--- src/rtl/rr_arbiter_4.sv ---
// Four-requester round-robin arbiter with a bounded grant length.
//
// A registered 2-bit grant index is sent to a 2-to-4 decoder:
// grant_idx[1] drives decoder input A and grant_idx[0] drives input B.
//
// Each grant stays active until one of these happens:
//   - the grantee signals it is done,
//   - the grantee drops its request,
//   - the grant reaches MAX_HOLD cycles.
// After every grant there is exactly one idle cycle.
//
// The "done" input is named release_now because `release` is a reserved
// word in SystemVerilog.
module rr_arbiter_4 #(
  parameter  int MAX_HOLD = 8,
  localparam int W        = (MAX_HOLD <= 2) ? 1 : $clog2(MAX_HOLD)
) (
  input  logic         clk,
  input  logic         rst_n,
  input  logic [3:0]   req,
  input  logic         release_now,
  output logic         grant_valid,
  output logic [1:0]   grant_idx,
  output logic [W-1:0] hold_cnt
);

  typedef enum logic {IDLE = 1'b0, BUSY = 1'b1} state_t;

  localparam logic [W-1:0] HOLD_LAST = W'(MAX_HOLD - 1);

  state_t       state_reg;
  logic [1:0]   ptr_reg;
  logic         grant_valid_reg;
  logic [1:0]   grant_idx_reg;
  logic [W-1:0] hold_cnt_reg;

  // Candidate gi is the requester gi places after the pointer, so the
  // scan order is ptr, ptr+1, ptr+2, ptr+3 with 2-bit wrap.
  logic [1:0] cand_idx [4];
  logic [3:0] cand_hit;

  generate
    for (genvar gi = 0; gi < 4; gi++) begin : g_cand
      assign cand_idx[gi] = ptr_reg + 2'(gi);
      assign cand_hit[gi] = req[cand_idx[gi]];
    end
  endgenerate

  logic [1:0] winner;
  logic       any_req;
  logic       hold_last;
  logic       rel_cond;

  // Priority pick: the lowest candidate offset that is requesting wins.
  always_comb begin
    winner = cand_idx[0];
    for (int i = 3; i >= 0; i--) begin
      if (cand_hit[i]) begin
        winner = cand_idx[i];
      end
    end
  end

  assign any_req   = |req;
  assign hold_last = (hold_cnt_reg == HOLD_LAST);

  // All three release causes are merged into one event, so a cycle with
  // several causes still ends the grant only once.
  assign rel_cond  = release_now | ~req[grant_idx_reg] | hold_last;

  // Arbiter state machine; every output comes straight from a register.
  always_ff @(posedge clk) begin
    if (!rst_n) begin
      state_reg       <= IDLE;
      ptr_reg         <= 2'd0;
      grant_valid_reg <= 1'b0;
      grant_idx_reg   <= 2'b00;
      hold_cnt_reg    <= '0;
    end else begin
      case (state_reg)
        IDLE: begin
          if (any_req) begin
            state_reg       <= BUSY;
            grant_valid_reg <= 1'b1;
            grant_idx_reg   <= winner;
            hold_cnt_reg    <= '0;
            // The pointer moves past the winner at grant time, so a
            // forced-off requester does not get the next grant first.
            ptr_reg         <= winner + 2'd1;
          end else begin
            grant_valid_reg <= 1'b0;
          end
        end
        BUSY: begin
          if (rel_cond) begin
            // grant_idx keeps its last value through the idle bubble.
            state_reg       <= IDLE;
            grant_valid_reg <= 1'b0;
            hold_cnt_reg    <= '0;
          end else begin
            hold_cnt_reg    <= hold_cnt_reg + 1'b1;
          end
        end
        default: begin
          state_reg       <= IDLE;
          grant_valid_reg <= 1'b0;
          hold_cnt_reg    <= '0;
        end
      endcase
    end
  end

  assign grant_valid = grant_valid_reg;
  assign grant_idx   = grant_idx_reg;
  assign hold_cnt    = hold_cnt_reg;

endmodule

--- config.mk ---
export PLATFORM = sky130hd
export DESIGN_NAME = rr_arbiter_4
export DESIGN_NICKNAME = d
export VERILOG_FILES = /design/src/rtl/rr_arbiter_4.sv
export SDC_FILE = /design/constraint.sdc
export NUM_CORES = 1
export LEC_CHECK = 0
export CAP_MARGIN = 20
export CORE_MARGIN = 4
export CORE_UTILIZATION = 35
export CTS_CLUSTER_DIAMETER = 40
export DETAILED_ROUTE_END_ITERATION = 6
export SYNTH_ARGS = -nofsm -noshare
export SYNTH_HDL_FRONTEND = slang
export SYNTH_SLANG_ARGS = --single-unit
export TNS_END_PERCENT = 50
--- constraint.sdc ---
create_clock -name clk -period 3.6 [get_ports clk]
set_input_delay 0.36 -clock clk [delete_from_list [all_inputs] [get_ports clk]]
set_output_delay 0.36 -clock clk [all_outputs]
set_load 0.01 [all_outputs]
---- Yosys cells after proc, flatten, opt, wreduce, memory -nomap -nowiden ----
Index checks and enable logic that the tools add are counted.
storage, ports and cells
  output and inout port bits .............. 6
  register bits ........................... 9
  bits of input ports ..................... 7
  logic and storage cells ................. 46
operators by class
  $lt $le $gt $ge ......................... 5
  equality and inequality tests ........... 3
  $add $sub $neg .......................... 5
  bitwise operators ....................... 4
  reduce and logical (&&, ||, !) cells .... 2
  multiplexer cells ....................... 22
operator list
  operator                                                     number
  less-than comparator 2 x 3 -> 1 bit (second input constant)  5
  binary-select mux 1 bit (select 2 bit)                       5
  2-to-1 mux 1 bit                                             8
  2-to-1 mux 2 bit                                             4
  2-to-1 mux 3 bit                                             2
  case mux 3 bit (2 select lines)                              1
  adder 2 x 1 -> 2 bit (second input constant)                 2
  adder 2 bit (second input constant)                          2
  case mux 1 bit (2 select lines)                              2
  OR reduction 4 bit                                           1
  adder 3 x 1 -> 3 bit (second input constant)                 1
  == test 3 bit (second input constant)                        1
  != test 2 x 1 -> 1 bit (second input constant)               1
  != test 2 bit (second input constant)                        1
  NOT 1 bit                                                    2
  OR 1 bit                                                     2
  AND reduction 2 bit                                          1

---- Longest topological paths before layout ----
  word-level depth ........................ 8
  gate-level depth with buffers ........... 6

---- Least setup slack after synthesis ----
Ideal clock, no wire load.
  kind .................................... reg2reg
  start point ............................. register grant_idx_reg[0], in the netlist grant_idx[0]
  end point ............................... register hold_cnt_reg[1], in the netlist hold_cnt[1]
  period minus slack after synthesis ...... 1.463 ns
  path buffers ............................ 0
  data arrival time ....................... 1.344 ns
  required time ........................... 3.482 ns
  stages on the path, launching flop included .. 5
  slack ................................... 2.137 ns
  cell sequence ........................... dfxtp_1 -> mux4_1 -> and3_4 -> a22oi_1 -> nor2b_1
on the way
  word-level cells in the longest chain between the ends .. 7
ends and longest elaborated chain
  item                                    line  text
  start, declared                         34    logic [1:0] grant_idx_reg;
  start signal, assigned                  85    grant_idx_reg <= winner;
  binary-select mux 1 bit (select 2 bit)  69    assign rel_cond = release_now | ~req[grant_idx_reg] | hold_last;
  2-to-1 mux 1 bit (not written as such)  69
  NOT 1 bit                               69
  OR 1 bit (2 in a row)                   69
  2-to-1 mux 3 bit                        95    if (rel_cond) begin
  case mux 3 bit (2 select lines)         80    case (state_reg)
  end signal, assigned                    101   hold_cnt_reg <= hold_cnt_reg + 1'b1;
  end, declared                           35    logic [W-1:0] hold_cnt_reg;
Every way passes these cells. The select of a mux whose other input is x is not followed.
A chain may end at the register's enable or synchronous reset.

---- Final worst setup path ----
  start point ............................. input req[2]
  end point ............................... register hold_cnt_reg[2], in the netlist hold_cnt[2]
on the way
  word-level cells in the longest chain between the ends .. 7
ends and longest elaborated chain
  item                                    line  text
  start, declared                         20    input logic [3:0] req,
  binary-select mux 1 bit (select 2 bit)  69
  2-to-1 mux 1 bit (not written as such)  69
  NOT 1 bit                               69
  OR 1 bit (2 in a row)                   69
  2-to-1 mux 3 bit                        95
  case mux 3 bit (2 select lines)         80
Several ways; a longest one is shown, not always the timed one. The select of a mux whose other input is x is not followed.

==> reports/results.tsv <==
metric	value	unit
switch share	27.4	%
vias per cell	5.20	
CTS Sinks	9	
Crit Path Class	in -> reg	
largest area contributor in the netlist	dfxtp_1	
Switch Pwr	0.0000705	W
largest net degree at the start of global routing	10	
met1 usage	12.9	%
initial antenna violation count	0	
die width	45	µm
hold crit path type	reg -> reg	
Comb power frac	23.9	%
# nets final	75	
area delta synth->final	34.5	%
setup bufs post-CTS	0	
Setup crit start	req[2]	
final worst path period need	1.66	ns
max incr delay on CP	0.52	ns
Fin. Hold Viols	0	
Int Pwr	0.000187	W
GR Layer Usage met2	14.7	%
Core Footprint	1300	µm²
num ports	13	
final WL	955	µm
flops & latches, synth	9	
clock latency on the worst-skew pair	0.26	ns
Clock Power Share	30.1	%
Tightest Pin Transition	0.405	ns
vias in the first global route	354	
crit share post-route	46.1	%
Hold Slack	0.519	ns
clock skew	0.00884	ns
R2R setup slack	2.13	ns
1st-iter DRT viols	13	
grt peak-use layer	met2	
All-Layer GR Usage	10.3	%
distinct cell type count after synthesis	23	
Gate Count Post-Synth	49	
initial core utilization	36.8	%
status	complete, no violations	
Leak Pwr	0.250	nW
share of cells above drive strength 1	12.3	%
Die H	45	µm
Rel. slew slack	72.8	%
Synth area leaders	dfxtp_1 38%, nor2b_1 10%, mux2i_1 6.3%	
WP data arrival	1.82	ns
clock buffer depth	2	
PwrDens	399	nW/µm²
RSZ-0062 raised after global routing	no	
CTS H-tree depth	1	
die area	2030	µm²
first-pass GRT wire length	1480	µm
root buffer cell	clkbuf_4	
max FFs per register	3	
IO Port Bufs	12	
Max Slew Vio Count	0	
WL/cell	11.9	µm
Worst setup SP type	primary input	
Synthesized Nets	58	
ANT cells	0	
slowest CP cell	mux4_1	
commonest cells after routing, fill and taps aside	12 x clkdlybuf4s50_1, 9 x dfxtp_1, 8 x nor2b_1	
Critical Path End Type	flop	
final setup vio count	0	
CP required	3.76	ns
Clock Pin Slew Worst Setup and Hold Paths	0.06	ns
Via Count	416	
Post-Syn Area	479	µm²
CP Cell Sequence	clkdlybuf4s50_1, mux4_1, and3_4, a22oi_1, nor2b_1	
Max Cap Viol	0	
Flop pwr share	45.9	%
post-cts gate resize count	0	
TritonCTS buffer count	3	
min-delay src	grant_valid	
share of the synthesized area in the top cell type	37.6	%
FF-to-FF Start	grant_idx[0]	
final setup TNS	0	ns
grt ovf	0	
Yosys Warn Count	0	
FMAX	0.603	GHz
met3 GRT Util	5.98	%
most common cell after layout, fill and taps aside	clkdlybuf4s50_1	
gpl congestion	0.709	
highest ir drop seen on vdd	238	µV
DP Wirelength	720	µm
Rows	13	
Post-Syn Area per Cell	9.78	µm²
Worst Path Max Fanout	6	
CTS tree	done	
Final ANT Viol Nets	0	
sequential element share of the synthesized area	37.6	%
drt drc	0	
Hold-fix buffers, CTS	0	
1st-pass router iterations	2	
==> area by class of cell <==
class	count	area, µm²
Clock buffer	4	26.3
Timing Repair Buffer	12	120
Multi-Input combinational cell	39	295
Fill cell	136	657
Inverter	1	3.75
Tap cell	15	18.8
Sequential cell	9	180
==> routing by layer <==
layer | share of wire [%] | wire, µm
met1 | 47 | 445
met2 | 47 | 451
met3 | 6.1 | 58
met4 | 0 | 0
met5 | 0 | 0
==> synth_stat cells (all sizes together) <==
cell type / instances
mux4: 1
a211oi: 2
nand2b: 2
a21o: 1
nor2: 3
o21ai: 4
nor3: 1
a31o: 1
o21a: 1
ha: 2
xnor2: 1
and3: 1
nor2b: 8
a22oi: 2
or2b: 1
mux2i: 3
dfxtp: 9
nor4: 1
inv: 1
a21oi: 4
==> stage by stage <==
step                      worst slack (ns)  utilization, %  instance area (µm²)  power [W]  std cells
after floorplan                       2.14               -                  479   0.000157         49
after global placement                1.65            47.5                  618   0.000183         76
after detailed placement              1.66            47.5                  618   0.000182         76
after CTS                             1.95            49.5                  644   0.000263         80
after global routing                  1.84            49.5                  644   0.000275         80
final                                 1.94            49.5                  644   0.000257         80
==> power by group through the flow <==
| stage | registers, W | logic, W | clock network, W |
|---|---|---|---|
| after CTS | 0.000118 | 0.0000622 | 0.0000830 |
| after floorplan | 0.000120 | 0.0000369 | 0 |
| after detailed placement | 0.000120 | 0.0000618 | 0 |
| final | 0.000118 | 0.0000616 | 0.0000775 |
| after global routing | 0.000119 | 0.0000677 | 0.0000879 |
| after global placement | 0.000121 | 0.0000621 | 0 |
==> worst max-delay path: cells and delay by family <==
family | cells | cell delay [ns]
buf+inv | 1 | 0.49
compound gates | 1 | 0.18
mux | 1 | 0.52
simple gates | 2 | 0.26
==> worst paths after layout <==
path	to	depth (start not counted)
setup reg to reg	hold_cnt[2]	4
hold reg to reg	grant_valid	2
hold / removal	grant_valid	2
setup / recovery	hold_cnt[2]	5
==> cell families after synthesis <==
logic type / count (synthesis) / share of synthesized area (%)
flip-flops: 9 / 37.6
AO/OA/AOI/OAI: 15 / 20.6
buffers and inverters: 1 / 0.783
multiplexers: 4 / 11.8
XOR/XNOR: 1 / 1.83
AND/OR/NAND/NOR: 17 / 22.2
adder cells (fa/ha/maj): 2 / 5.22
No activity file was read; power rests on OpenSTA's default activity.
